<file path="config.mk">
export PLATFORM = sky130hd
export DESIGN_NAME = stepper_phase_decoder
export DESIGN_NICKNAME = d
export VERILOG_FILES = /design/src/rtl/stepper_pkg.sv /design/src/rtl/stepper_phase_decoder_filter.sv /design/src/rtl/stepper_phase_decoder.sv
export SDC_FILE = /design/constraint.sdc
export NUM_CORES = 1
export LEC_CHECK = 0
export ABC_CLOCK_PERIOD_IN_PS = 5500
export CAP_MARGIN = 5
export CORE_ASPECT_RATIO = 0.7
export CORE_MARGIN = 8
export CORE_UTILIZATION = 45
export CTS_CLUSTER_DIAMETER = 30
export DETAILED_ROUTE_END_ITERATION = 16
export GPL_ROUTABILITY_DRIVEN = 0
export PLACE_DENSITY = 0.79
export SYNTH_ARGS = -nofsm -noshare
export SYNTH_HDL_FRONTEND = slang
export SYNTH_HIERARCHICAL = 1
export SYNTH_SLANG_ARGS = --single-unit
export TNS_END_PERCENT = 20
</file>
<file path="constraint.sdc">
create_clock -name clk -period 5.5 [get_ports clk]
set_clock_uncertainty 0.2 [all_clocks]
set_input_delay 0.55 -clock clk [delete_from_list [all_inputs] [get_ports clk]]
set_output_delay 0.55 -clock clk [all_outputs]
set_load 0.1 [all_outputs]
</file>
<file path="src/rtl/stepper_pkg.sv">
// stepper_pkg
//   Shared definitions for the ULN2003 half-step drive path (drive and read
//   sides): the eight half-step coil patterns, the de-energized pattern,
//   a pattern -> {valid, index} decoder and the phase decoder FSM states.
package stepper_pkg;

  localparam logic [3:0] PAT_IDLE  = 4'b0000;
  localparam logic [3:0] PAT_STEP0 = 4'b1000;
  localparam logic [3:0] PAT_STEP1 = 4'b1100;
  localparam logic [3:0] PAT_STEP2 = 4'b0100;
  localparam logic [3:0] PAT_STEP3 = 4'b0110;
  localparam logic [3:0] PAT_STEP4 = 4'b0010;
  localparam logic [3:0] PAT_STEP5 = 4'b0011;
  localparam logic [3:0] PAT_STEP6 = 4'b0001;
  localparam logic [3:0] PAT_STEP7 = 4'b1001;

  typedef enum logic [1:0] {
    ST_UNLOCKED = 2'd0,
    ST_LOCKED   = 2'd1,
    ST_STALLED  = 2'd2
  } phase_state_e;

  typedef struct packed {
    logic       valid;
    logic [2:0] index;
  } phase_decode_t;

  // Index -> coil pattern, used by the drive side.
  function automatic logic [3:0] step_pattern(input logic [2:0] index);
    logic [3:0] pat;
    case (index)
      3'd0:    pat = PAT_STEP0;
      3'd1:    pat = PAT_STEP1;
      3'd2:    pat = PAT_STEP2;
      3'd3:    pat = PAT_STEP3;
      3'd4:    pat = PAT_STEP4;
      3'd5:    pat = PAT_STEP5;
      3'd6:    pat = PAT_STEP6;
      default: pat = PAT_STEP7;
    endcase
    return pat;
  endfunction

  // Coil pattern -> {valid, index}. The idle pattern decodes as invalid;
  // callers filter it out before using the result.
  function automatic phase_decode_t decode_phase(input logic [3:0] pattern);
    phase_decode_t d;
    d.valid = 1'b1;
    d.index = 3'd0;
    case (pattern)
      PAT_STEP0: d.index = 3'd0;
      PAT_STEP1: d.index = 3'd1;
      PAT_STEP2: d.index = 3'd2;
      PAT_STEP3: d.index = 3'd3;
      PAT_STEP4: d.index = 3'd4;
      PAT_STEP5: d.index = 3'd5;
      PAT_STEP6: d.index = 3'd6;
      PAT_STEP7: d.index = 3'd7;
      default:   d.valid = 1'b0;
    endcase
    return d;
  endfunction

endpackage

</file>
<file path="src/rtl/stepper_phase_decoder_filter.sv">
// phase_input_filter
//   Brings the asynchronous coil pattern into the clk domain through a
//   2-flop synchronizer, then qualifies it: a pattern is accepted once the
//   synchronized value has been identical on STABLE_CYCLES consecutive edges
//   and differs from the previously accepted pattern. Shorter glitches are
//   dropped without any indication.
// Ports:
//   clk_i      clock
//   rst_i      synchronous active-high reset
//   phase_i    raw coil pattern (asynchronous)
//   accept_o   one-cycle strobe, pattern_o holds a newly accepted pattern
//   pattern_o  last accepted pattern
module phase_input_filter #(
  parameter int unsigned STABLE_CYCLES = 4
) (
  input  logic       clk_i,
  input  logic       rst_i,
  input  logic [3:0] phase_i,
  output logic       accept_o,
  output logic [3:0] pattern_o
);

  localparam int unsigned     CNT_W   = $clog2(STABLE_CYCLES + 1);
  localparam logic [CNT_W-1:0] CNT_MAX = CNT_W'(STABLE_CYCLES);
  localparam logic [CNT_W-1:0] CNT_ONE = CNT_W'(1);

  logic [3:0]       sync1_q, sync2_q;
  logic [3:0]       cand_q, cand_d;
  logic [3:0]       acc_q, acc_d;
  logic [CNT_W-1:0] cnt_q, cnt_d;
  logic             accept_q, accept_d;

  // cnt counts how many consecutive edges sync2_q has shown cand. It
  // saturates at STABLE_CYCLES so a long-held pattern cannot re-trigger;
  // the "differs from accepted" test blocks repeats of the same pattern.
  always_comb begin
    cand_d   = cand_q;
    cnt_d    = cnt_q;
    if (sync2_q != cand_q) begin
      cand_d = sync2_q;
      cnt_d  = CNT_ONE;
    end else if (cnt_q != CNT_MAX) begin
      cnt_d  = cnt_q + CNT_ONE;
    end
    accept_d = (cnt_d == CNT_MAX) && (cand_d != acc_q);
    acc_d    = accept_d ? cand_d : acc_q;
  end

  always_ff @(posedge clk_i) begin
    if (rst_i) begin
      sync1_q  <= 4'b0000;
      sync2_q  <= 4'b0000;
      cand_q   <= 4'b0000;
      acc_q    <= 4'b0000;
      cnt_q    <= '0;
      accept_q <= 1'b0;
    end else begin
      sync1_q  <= phase_i;
      sync2_q  <= sync1_q;
      cand_q   <= cand_d;
      acc_q    <= acc_d;
      cnt_q    <= cnt_d;
      accept_q <= accept_d;
    end
  end

  assign accept_o  = accept_q;
  assign pattern_o = acc_q;

endmodule

</file>
<file path="src/rtl/stepper_phase_decoder.sv">
// stepper_phase_decoder
//   Read side of the stepper drive path. Watches the ULN2003 coil pattern
//   and reconstructs half-step motion: step pulses, direction, a signed
//   position count, sequence errors and stall detection.
// Ports:
//   clk, rst      clock, synchronous active-high reset
//   phase_in      observed coil pattern (asynchronous)
//   clear         zeroes position, error_count and seq_error
//   position      signed step count (two's complement, wraps)
//   step_pulse    one-cycle pulse per legal half-step
//   dir           direction of last legal step (1 = index +1)
//   step_index    index of current accepted pattern
//   locked        a valid reference pattern has been acquired
//   seq_error     one-cycle pulse per illegal transition or pattern
//   error_count   saturating error counter
//   stalled       no step for STALL_CYCLES cycles while locked
//   fsm_state     debug view of the FSM state (phase_state_e encoding)
// Handshake: accept from the filter is a single-cycle strobe with no
// back-pressure; every accepted pattern is consumed in the cycle it appears.
module stepper_phase_decoder
  import stepper_pkg::*;
#(
  parameter int unsigned POS_WIDTH     = 16,
  parameter int unsigned STABLE_CYCLES = 4,
  parameter logic [31:0] STALL_CYCLES  = 32'd1_000_000
) (
  input  logic                 clk,
  input  logic                 rst,
  input  logic [3:0]           phase_in,
  input  logic                 clear,
  output logic [POS_WIDTH-1:0] position,
  output logic                 step_pulse,
  output logic                 dir,
  output logic [2:0]           step_index,
  output logic                 locked,
  output logic                 seq_error,
  output logic [7:0]           error_count,
  output logic                 stalled,
  output logic [1:0]           fsm_state
);

  localparam logic [POS_WIDTH-1:0] POS_ONE = POS_WIDTH'(1);

  logic          accept;
  logic [3:0]    acc_pat;
  phase_decode_t dec;
  logic [2:0]    delta;

  phase_state_e         state_q, state_d;
  logic [2:0]           idx_q, idx_d;
  logic [POS_WIDTH-1:0] pos_q, pos_d;
  logic                 dir_q, dir_d;
  logic                 step_q, step_d;
  logic                 err_q, err_d;
  logic [7:0]           err_cnt_q, err_cnt_d;
  logic [31:0]          stall_cnt_q, stall_cnt_d;
  logic                 restart;

  phase_input_filter #(
    .STABLE_CYCLES(STABLE_CYCLES)
  ) u_filter (
    .clk_i    (clk),
    .rst_i    (rst),
    .phase_i  (phase_in),
    .accept_o (accept),
    .pattern_o(acc_pat)
  );

  assign dec   = decode_phase(acc_pat);
  assign delta = dec.index - idx_q;  // modulo-8 by width

  always_comb begin
    state_d     = state_q;
    idx_d       = idx_q;
    pos_d       = pos_q;
    dir_d       = dir_q;
    step_d      = 1'b0;
    err_d       = 1'b0;
    err_cnt_d   = err_cnt_q;
    stall_cnt_d = stall_cnt_q;
    restart     = 1'b0;

    // The idle (de-energized) pattern is ignored entirely.
    if (accept && (acc_pat != PAT_IDLE)) begin
      if (!dec.valid) begin
        err_d = 1'b1;
        if (state_q == ST_STALLED) begin
          state_d = ST_LOCKED;
          restart = 1'b1;
        end
      end else if (state_q == ST_UNLOCKED) begin
        idx_d   = dec.index;
        state_d = ST_LOCKED;
        restart = 1'b1;
      end else begin
        case (delta)
          3'd0: begin
            // Same index re-accepted (e.g. after an idle gap): no motion.
          end
          3'd1: begin
            step_d  = 1'b1;
            dir_d   = 1'b1;
            pos_d   = pos_q + POS_ONE;
            idx_d   = dec.index;
            state_d = ST_LOCKED;
            restart = 1'b1;
          end
          3'd7: begin
            step_d  = 1'b1;
            dir_d   = 1'b0;
            pos_d   = pos_q - POS_ONE;
            idx_d   = dec.index;
            state_d = ST_LOCKED;
            restart = 1'b1;
          end
          default: begin
            err_d   = 1'b1;
            idx_d   = dec.index;
            state_d = ST_LOCKED;
            restart = 1'b1;
          end
        endcase
      end
    end

    // Stall counter only runs while LOCKED; it holds once STALLED.
    if (restart) begin
      stall_cnt_d = '0;
    end else if (state_q == ST_LOCKED) begin
      stall_cnt_d = stall_cnt_q + 32'd1;
      if (stall_cnt_d == STALL_CYCLES) state_d = ST_STALLED;
    end

    if (err_d && (err_cnt_q != 8'hFF)) err_cnt_d = err_cnt_q + 8'd1;

    // clear wins over the arithmetic of a same-cycle event, but the
    // step pulse, direction and index still reflect that event.
    if (clear) begin
      pos_d     = '0;
      err_cnt_d = '0;
      err_d     = 1'b0;
    end
  end

  always_ff @(posedge clk) begin
    if (rst) begin
      state_q     <= ST_UNLOCKED;
      idx_q       <= 3'd0;
      pos_q       <= '0;
      dir_q       <= 1'b0;
      step_q      <= 1'b0;
      err_q       <= 1'b0;
      err_cnt_q   <= 8'd0;
      stall_cnt_q <= 32'd0;
    end else begin
      state_q     <= state_d;
      idx_q       <= idx_d;
      pos_q       <= pos_d;
      dir_q       <= dir_d;
      step_q      <= step_d;
      err_q       <= err_d;
      err_cnt_q   <= err_cnt_d;
      stall_cnt_q <= stall_cnt_d;
    end
  end

  assign position    = pos_q;
  assign step_pulse  = step_q;
  assign dir         = dir_q;
  assign step_index  = idx_q;
  assign locked      = (state_q != ST_UNLOCKED);
  assign seq_error   = err_q;
  assign error_count = err_cnt_q;
  assign stalled     = (state_q == ST_STALLED);
  assign fsm_state   = state_q;

endmodule

</file>
After elaboration in Yosys (flattened, before gate mapping)
Index checks and enable logic that the tools add are counted.
{"block": "op_classes", "n_bitwise": 3, "reduce_logical": 16, "add_sub_neg": 6, "muxes": 27, "n_eq_ne": 19}
{"operator": "adder 32 x 1 -> 32 bit (second input constant)", "n": 1}
{"operator": "equality test 32 x 20 -> 1 bit (second input constant)", "n": 1}
{"operator": "one-hot mux 16 bit (2 select lines)", "n": 1}
{"operator": "one-hot mux 3 bit (7 select lines)", "n": 1}
{"operator": "adder 16 x 1 -> 16 bit (second input constant)", "n": 1}
{"operator": "2-to-1 mux 2 bit", "n": 8}
{"operator": "subtractor 16 x 1 -> 16 bit (second input constant)", "n": 1}
{"operator": "equality test 4 bit (second input constant)", "n": 3}
{"operator": "2-to-1 mux 3 bit", "n": 4}
{"operator": "2-to-1 mux 1 bit", "n": 11}
{"operator": "adder 8 x 1 -> 8 bit (second input constant)", "n": 1}
{"operator": "equality test 4 x 2 -> 1 bit (second input constant)", "n": 2}
{"operator": "equality test 4 x 3 -> 1 bit (second input constant)", "n": 2}
{"operator": "!= test 4 bit", "n": 2}
{"operator": "!= test 8 bit (second input constant)", "n": 1}
{"operator": "OR reduction 8 bit", "n": 1}
{"operator": "equality test 3 bit (second input constant)", "n": 2}
{"operator": "OR reduction 2 bit", "n": 3}
{"operator": "equality test 4 x 1 -> 1 bit (second input constant)", "n": 1}
{"operator": "2-to-1 mux 4 bit", "n": 1}
{"operator": "AND reduction 4 bit", "n": 1}
{"operator": "nonzero test 2 bit", "n": 2}
{"operator": "nonzero test 4 bit", "n": 1}
{"operator": "OR reduction 4 bit", "n": 1}
{"operator": "14 further kinds", "n": 18}
{"block": "totals", "reg_bits": 84, "wordCells": 85, "output_inout_bits": 34, "in_bits": 7}

Logic depth before layout (Yosys ltp)
Gate-level depths: netlist of the first run.
{"block": "depth", "word_depth": 11, "depth_mapped": 17, "ltp_nobuf": 17}

Cells and area by module
Netlist of the first run, hierarchy kept.
{"mod": "stepper_phase_decoder", "area_per_inst_um2": 3759.9, "seq_area_each_um2": 1281.2, "n_inst": 1, "cells_per_inst": 471}
{"mod": "phase_input_filter", "area_per_inst_um2": 765.7, "seq_area_each_um2": 400.4, "n_inst": 1, "cells_per_inst": 69}

Least setup slack after synthesis of the first run
Ideal clock, no wire load.
{"block": "synth_timing", "path_kind": "register -> register", "start": "register u_filter.acc_q[3], in the netlist u_filter/pattern_o[3]", "end": "register pos_q[15], in the netlist position[15]", "path_buffers": 0, "path_slack_ns": 0.170, "t_arrival_ns": 5.059, "required_ns": 5.229, "stages_incl_launch_ff": 18, "setup_ns": 0.071, "synth_period_minus_slack_ns": 5.330, "path_cell_list": "dfxtp_1 and2_1 or4_1 ha_1 fa_1 xnor2_1 o31ai_1 nand2_1 nor3_1 ha_1 a21o_1 a21oi_1 nor3b_1 nand3_1 a41oi_1 xor2_1 or3_1 a21oi_1"}
{"block": "synth_between", "elab_chain_cells": 6, "elab_cells_between_ends": 19, "classes_between": "1 x add/sub; 10 x eq/ne; 3 x mux; 5 x reduce/logical"}
{"item": "from (decl)", "line_no": "stepper_phase_decoder_filter.sv:29", "source": "logic [3:0] acc_q, acc_d;"}
{"item": "from (signal assigned)", "line_no": "stepper_phase_decoder_filter.sv:54", "source": "acc_q <= 4'b0000;"}
{"item": "from (signal assigned)", "line_no": "stepper_phase_decoder_filter.sv:61", "source": "acc_q <= acc_d;"}
{"item": "equality test 4 bit (tied with other cells)", "line_no": "stepper_pkg.sv:50", "source": "case (pattern)"}
{"item": "one-hot mux 3 bit (7 select lines)", "line_no": "stepper_pkg.sv:50"}
{"item": "subtractor 3 bit", "line_no": "stepper_phase_decoder.sv:70", "source": "assign delta = dec.index - idx_q;"}
{"item": "equality test 3 bit or equality test 3 x 1 -> 1 bit (tied branches)", "line_no": "stepper_phase_decoder.sv:96", "source": "case (delta)"}
{"item": "nonzero test 2 bit (no line)"}
{"item": "AND reduction 4 bit (no line)"}
{"item": "to (signal assigned)", "line_no": "stepper_phase_decoder.sv:158", "source": "pos_q <= pos_d;"}
{"item": "to (decl)", "line_no": "stepper_phase_decoder.sv:51", "source": "logic [POS_WIDTH-1:0] pos_q, pos_d;"}
Several ways; a longest one is shown, not always the timed one.
A chain may end at the register's enable or synchronous reset.

Worst setup path after layout of the first run
{"block": "layout_timing", "start": "register u_filter.acc_q[1], in the netlist u_filter/pattern_o[1]", "end": "register pos_q[15], in the netlist position[15]"}
Same word-level chain as after synthesis.

==> results of run 1 <==
==> state kept, by name (all words and copies together), names as in the netlist <==
register,cells
step_pulse,1
u_filter/cnt_q,3
error_count,8
u_filter/pattern_o,4
dir,1
u_filter/sync2_q,4
seq_error,1
step_index,3
u_filter/sync1_q,4
stall_cnt_q,32
fsm_state,2
u_filter/accept_o,1
position,16
u_filter/cand_q,4
==> worst max-delay path: stages, from the launching register on <==
cell	delay, ns
dfxtp_1	0.37
and2_1	0.23
or4_1	0.57
ha_1	0.22
fa_1	0.37
xnor2_1	0.15
o31ai_1	0.15
nand2_1	0.25
nor3_4	0.38
buf_4	0.27
ha_1	0.29
a21o_1	0.20
a21oi_1	0.22
nor3b_1	0.22
nand3_1	0.15
a41oi_1	0.28
xor2_1	0.12
or3_1	0.32
a21oi_1	0.14
==> cell usage in the layout (no fill, tap or decap), types with 11 or more instances in the layout <==
cell,netlist,final
nand3_1,26,26
clkdlybuf4s50_1,0,40
a21oi_1,33,33
dfxtp_1,84,84
nor2_1,72,72
nor2b_1,21,21
xnor2_1,36,36
o21ai_0,13,13
ha_1,19,19
nor3_1,15,14
nand4_1,15,15
inv_1,11,11
nand2_1,51,51
xor2_1,32,32
==> power groups by stage <==
stage,clock (mW),sequential (mW),combinational [mW]
6_report,0.552,0.618,0.0406
5_1_grt,0.589,0.619,0.0443
4_1_cts,0.566,0.618,0.0405
3_5_place_dp,0,0.632,0.0404
3_3_place_gp,0,0.631,0.0398
2_1_floorplan,0,0.636,0.0229
==> layer usage <==
layer	routed length, um	part of all wire (%)	vias to the layer above	track usage, %
met3	725	6.9	17	3.643
met1	5030	48	1832	20.86
li1	-	-	1960	-
met2	4541	43	128	24.06
met4	187	1.8	0	6.897
met5	0	0	-	0
==> kinds of logic after synthesis <==
| kind of cell | after synthesis | synth area share (%) |
|---|---|---|
| fa+ha+maj | 21 | 6.138 |
| mux | 5 | 1.216 |
| buf+inv | 28 | 2.350 |
| compound gates | 78 | 11.17 |
| simple gates | 256 | 28.81 |
| xor+xnor | 68 | 13.16 |
| flops | 84 | 37.16 |
==> cells in the mapped netlist, types with 3 or more instances <==
cell / instances / area share, %
ha_1: 19 / 5.3
and2_1: 4 / 0.55
o21bai_1: 3 / 0.50
nor2_1: 72 / 6.0
nand3_1: 26 / 2.9
clkbuf_1: 14 / 1.2
mux2_2: 4 / 1.0
nor2b_1: 21 / 2.9
nor4_1: 6 / 0.83
or4_1: 4 / 0.66
dfxtp_1: 84 / 37
nand2_1: 51 / 4.2
inv_1: 11 / 0.91
nor3b_1: 4 / 0.66
o21ai_0: 13 / 1.4
or2_2: 3 / 0.41
or3_1: 4 / 0.55
a41oi_1: 3 / 0.58
xor2_1: 32 / 6.2
xnor2_1: 36 / 7.0
a21oi_1: 33 / 3.6
nor3_1: 15 / 1.7
and3_1: 9 / 1.2
nand2b_1: 4 / 0.55
nand4_1: 15 / 2.1
a21o_1: 6 / 1.0
nand3b_1: 4 / 0.66
and4_1: 4 / 0.77
==> path summary, 6_finish.rpt <==
| kind | start | end | depth (start not counted) |
|---|---|---|---|
| setup / recovery | u_filter/pattern_o[1]$_SDFFE_PP0P_ | position[15]$_SDFFE_PP0P_ | 18 |
| hold reg to reg | u_filter/sync1_q[2]$_SDFF_PP0_ | u_filter/sync2_q[2]$_SDFF_PP0_ | 1 |
| hold / removal | u_filter/sync1_q[2]$_SDFF_PP0_ | u_filter/sync2_q[2]$_SDFF_PP0_ | 1 |
| setup reg to reg | u_filter/pattern_o[1]$_SDFFE_PP0P_ | position[15]$_SDFFE_PP0P_ | 18 |
==> layout make-up <==
| class | instances | area share (%) |
|---|---|---|
| Multi-Input combinational cell | 428 | 51.61 |
| Sequential cell | 84 | 31.57 |
| Clock inverter | 4 | 0.4698 |
| Clock buffer | 12 | 4.628 |
| Timing Repair Buffer | 43 | 7.940 |
| Tap cell | 128 | 3.007 |
| Inverter | 11 | 0.7752 |
==> through the flow <==
stage | worst slack [ns] | power [mW]
floorplan | 0.1699 | 0.6585
global placement | 0.5835 | 0.6713
detailed placement | 0.3479 | 0.6721
CTS | 0.2722 | 1.225
global route | 0.001163 | 1.252
finish | 0.3512 | 1.211
==> impl_metrics.env, run 1 <==
export IMPL_status="complete, no violations"
export IMPL_synth_edf_count=0
export IMPL_min_period_ns=5.149
export IMPL_dpl_cell_area_sq_mm=0.005049
export IMPL_drtAntennaViolNets=0
export IMPL_sw_frac_of_total_pct=21.83
export IMPL_fill_cells=837
export IMPL_setup_worst_path_end_class="register"
export IMPL_vias=3937
export IMPL_p_sw_mw=0.2643
export IMPL_viasPerCell=5.545
export IMPL_ys_seq_area_share_pct=37.16
export IMPL_syn_inst=540
export IMPL_dr_pass1_iters=5
export IMPL_multi_input_area_sq_mm=0.002749
export IMPL_ys_ff_latch=84
export IMPL_path_clk_slew_ns=0.06
export IMPL_fin_hold_ws_ns=0.2362
export IMPL_seq_power_share_pct=51.1
export IMPL_core_rowCount=30
export IMPL_synth_flop_cell="dfxtp_1"
export IMPL_fin_cells=710
export IMPL_clock_path_buffers=2
export IMPL_finalCritPeriodShare_pct=93.61
export IMPL_cts_root_buf="clkbuf_16"
export IMPL_pwr_share_comb_pct=3.4
export IMPL_cts_setup_buffers=0
export IMPL_maxSlewViolCount=0
export IMPL_numClockSinks=84
export IMPL_grt_pass1_vias=3709
export IMPL_rsz0062_at_grt="false"
export IMPL_io_pins=41
export IMPL_grt_pass1_wl_mm=17.68
export IMPL_die_w_um=135.9
export IMPL_p_int_mw=0.9466
export IMPL_die_h_um=99.91
export IMPL_diodes=0
export IMPL_grt_start_max_net_pins=33
export IMPL_cts_max_level=3
export IMPL_async_reset_ff_share_pct=0
export IMPL_startpoint_type="register"
export IMPL_grt_ovfl_total=0
export IMPL_start_util_pct=46.55
export IMPL_clock_latency_ns=0.34
export IMPL_hpwl_mm=7.576
export IMPL_final_area_sq_mm=0.005326
export IMPL_finalCoreUtilization_pct=54.79
export IMPL_drt_total_wl_mm=10.49
export IMPL_setup_viol=0
export IMPL_ff_latch_area_sq_mm=0.001682
export IMPL_place_inst=694
export IMPL_drive_gt1_share_pct=5.670
export IMPL_synth_cell_types=56
export IMPL_areaGrowthSynthToFinish_pct=17.69
export IMPL_ir_drop_v=0.0001424
export IMPL_antenna_found_initial=0
export IMPL_worstPathRequired_ns=5.57
export IMPL_cts_resized=0
export IMPL_grt_usage_pct=15.79
export IMPL_drt_iter0_markers=430
export IMPL_p_per_area_mw_per_mm2=227.3
export IMPL_io_buffers=40
export IMPL_ctsHoldBuffers=0
export IMPL_dieArea_sq_mm=0.01357
export IMPL_ys_warn_count=6
export IMPL_critical_path_max_fanout=9
export IMPL_drv_cap=0
export IMPL_max_freq_mhz=194.2
export IMPL_drc=0
export IMPL_p_leak_nw=1.978
export IMPL_critical_path_class="reg2reg"
export IMPL_hold_viol=0
export IMPL_slew_headroom_pct=20.54
export IMPL_wl_per_cell_um=14.77
export IMPL_reg2reg_setup_slack_ns=0.35
export IMPL_nets=605
export IMPL_synth_area_per_cell_sq_um=8.381
export IMPL_synth_nets=568
export IMPL_arrival_ns=5.21
export IMPL_cts_tree="done"
export IMPL_worst_hold_path_type="reg2reg"
export IMPL_core_area_sq_mm=0.009722
export IMPL_clockPowerShare_pct=45.6
export IMPL_worstMarginPinSlew_ns=1.189
export IMPL_netlist_area_sq_mm=0.004526
export IMPL_tns_ns=0
export IMPL_cts_buffers=9
No activity file was read; power rests on OpenSTA's default activity.
==> run 2, diff against run 1 <==
--- a/config.mk
+++ b/config.mk
@@ -7,13 +7,12 @@
 export LEC_CHECK = 0
 export ABC_CLOCK_PERIOD_IN_PS = 5500
 export CAP_MARGIN = 5
-export CORE_ASPECT_RATIO = 0.7
 export CORE_MARGIN = 8
 export CORE_UTILIZATION = 45
 export CTS_CLUSTER_DIAMETER = 30
 export DETAILED_ROUTE_END_ITERATION = 16
 export GPL_ROUTABILITY_DRIVEN = 0
-export PLACE_DENSITY = 0.79
+export PLACE_DENSITY = 0.77
 export SYNTH_ARGS = -nofsm -noshare
 export SYNTH_HDL_FRONTEND = slang
 export SYNTH_HIERARCHICAL = 1
==> run 2 against run 1 <==
Net effect:
- setup slack improved by 0.053 ns
- fmax increased by 1.0%
- final cell count increased by 1.4%
- non-clock buffer count increased by 5
- critical path type unchanged
- critical endpoint is now position[12]$_SDFFE_PP0P_
==> impl_metrics.env, run 2 (same netlist as run 1, synthesis figures left out) <==
export IMPL_status="complete, no violations"
export IMPL_drv_cap=0
export IMPL_areaGrowthSynthToFinish_pct=16.81
export IMPL_core_area_sq_mm=0.009774
export IMPL_ctsHoldBuffers=0
export IMPL_critical_path_class="reg2reg"
export IMPL_layout_common_cells="dfxtp_1, nor2_1, nand2_1"
export IMPL_worstHoldStart="u_filter/sync1_q[1]$_SDFF_PP0_"
export IMPL_io_buffers=40
export IMPL_sw_frac_of_total_pct=25.00
export IMPL_antenna_found_initial=0
export IMPL_setup_viol=0
export IMPL_critical_path_buf_inv_count=2
export IMPL_seq_power_share_pct=58.3
export IMPL_clockPowerShare_pct=38.0
export IMPL_clock_latency_ns=0.36
export IMPL_r2r_end="position[12]$_SDFFE_PP0P_"
export IMPL_cp_slowest_cell="or4_1"
export IMPL_p_sw_mw=0.2650
export IMPL_ir_drop_v=0.0001127
export IMPL_max_stage_delay_ns=0.59
export IMPL_maxSlewViolCount=0
export IMPL_crit_chain="and2_1 -> or4_1 -> ha_1 -> fa_1 -> xnor2_1 -> or4_4 -> nand2_1 -> nor3_4 -> buf_12 -> buf_4 -> fa_1 -> a21o_1 -> a21o_1 -> a21oi_1 -> o21ai_0 -> a41oi_1 -> nor2b_1 -> xor2_1 -> o21ai_0"
export IMPL_critical_path_max_fanout=15
export IMPL_largest_reg_flops=32
export IMPL_diodes=0
export IMPL_max_freq_mhz=196.2
export IMPL_hold_viol=0
export IMPL_clock_path_buffers=2
export IMPL_grt_pass1_wl_mm=16.34
export IMPL_cts_root_buf="clkbuf_8"
export IMPL_dr_pass1_iters=4
export IMPL_grt_start_max_net_pins=33
export IMPL_numClockSinks=84
export IMPL_arrival_ns=5.15
export IMPL_setup_worst_path_end_class="register"
export IMPL_min_period_ns=5.096
export IMPL_rsz0062_at_grt="false"
export IMPL_drtAntennaViolNets=0
export IMPL_dpl_worst_slack_ns=0.06642
export IMPL_worstPathRequired_ns=5.55
export IMPL_drc=0
export IMPL_wl_per_cell_um=13.49
export IMPL_worst_hold_path_type="reg2reg"
export IMPL_p_int_mw=0.7951
export IMPL_p_per_area_mw_per_mm2=200.5
export IMPL_critPathCapture="position[12]$_SDFFE_PP0P_"
export IMPL_path_clk_slew_ns=0.09
export IMPL_vias=3854
export IMPL_die_h_um=116.3
export IMPL_drt_iter0_markers=240
export IMPL_reg2reg_from="u_filter/pattern_o[3]$_SDFFE_PP0P_"
export IMPL_cts_max_level=3
export IMPL_layout_setup_ws_ns=0.4041
export IMPL_cts_buffers=9
export IMPL_tns_ns=0
export IMPL_core_rowCount=36
export IMPL_die_w_um=116.3
export IMPL_final_common_cell="dfxtp_1"
export IMPL_finalCritPeriodShare_pct=92.65
export IMPL_drive_gt1_share_pct=6.814
export IMPL_cts_tree="done"
export IMPL_drt_total_wl_mm=9.713
export IMPL_crit_start="u_filter/pattern_o[3]$_SDFFE_PP0P_"
export IMPL_reg2reg_depth=19
export IMPL_grt_ovfl_total=0
export IMPL_top_register="stall_cnt_q"
export IMPL_pwr_share_comb_pct=3.7
export IMPL_viasPerCell=5.353
export IMPL_io_pins=41
export IMPL_reg2reg_setup_slack_ns=0.40
export IMPL_crit_family="simple AND/OR/NAND/NOR gates"
export IMPL_start_util_pct=46.30
export IMPL_worstMarginPinSlew_ns=1.084
export IMPL_slew_headroom_pct=27.58
export IMPL_startpoint_type="register"
export IMPL_crit_cells=19
export IMPL_grt_pass1_vias=3671
export IMPL_nets=610
export IMPL_p_leak_nw=1.965
export IMPL_min_path_cells=1
export IMPL_dieArea_sq_mm=0.01352
export IMPL_hpwl_mm=7.096
export IMPL_grt_usage_pct=14.75
## run 2: changes by cell type in the layout (fill, tap and decap cells not counted), sizes merged
cell,before,now
clkinv,2,3
inv,11,13
buf,3,8
clkbuf,12,9
## run 2: through the flow
| stage | utilization, % | instance area, sq um | hold slack [ns] | instances | total power, mW |
|---|---|---|---|---|---|
| 6_report | 54.08 | 5286 | 0.2423 | 720 | 1.060 |
| 5_1_grt | 54.08 | 5286 | 0.2555 | 720 | 1.100 |
| 4_1_cts | 53.43 | 5223 | 0.2436 | 714 | 1.071 |
| 3_5_place_dp | 51.64 | 5047 | 0.2234 | 698 | 0.6714 |
| 3_3_place_gp | 51.64 | 5047 | 0.2173 | 698 | 0.6702 |
| 2_1_floorplan | - | 4526 | 0.2138 | 540 | 0.6585 |
## run 2: layer usage
metal / up-vias / routed length (um) / track usage (%)
met4: 0 / 163 / 5.359
li1: 1958 / - / -
met5: - / 0 / 0
met3: 14 / 546 / 3.568
met1: 1820 / 4501 / 18.17
met2: 62 / 4500 / 24.46
## run 2: cell type report
type / instances / area, sq um
flip-flops and latches: 84 / 1682
fillers: 886 / 4488
multi-input cells: 428 / 2749
well taps: 133 / 166.4
inverters: 11 / 41.29
clock buffers: 9 / 123.9
clock inverters: 7 / 51.30
repair buffers: 48 / 473.0
## run 2: power groups by stage
| stage | clock, mW | sequential (mW) | combinational, mW |
|---|---|---|---|
| after floorplan | 0 | 0.636 | 0.0229 |
| after detailed placement | 0 | 0.632 | 0.0396 |
| after global placement | 0 | 0.632 | 0.0387 |
| after CTS | 0.414 | 0.618 | 0.0399 |
| final | 0.403 | 0.618 | 0.0394 |
| after global routing | 0.438 | 0.618 | 0.0439 |
## run 2: repair_timing
item,in CTS,in global routing
gates resized for setup,0,1
endpoints found under the hold margin,0,0
buffers inserted,0,6
setup endpoints to repair,0,7
## run 2: worst min path at each step
stage / endpoint / slack (ns)
finish: u_filter/sync2_q[1]$_SDFF_PP0_ / 0.24
global route: u_filter/sync2_q[1]$_SDFF_PP0_ / 0.26
CTS: u_filter/sync2_q[1]$_SDFF_PP0_ / 0.24
detailed placement: u_filter/sync2_q[1]$_SDFF_PP0_ / 0.22
global placement: u_filter/sync2_q[0]$_SDFF_PP0_ / 0.22
floorplan: u_filter/sync2_q[0]$_SDFF_PP0_ / 0.21
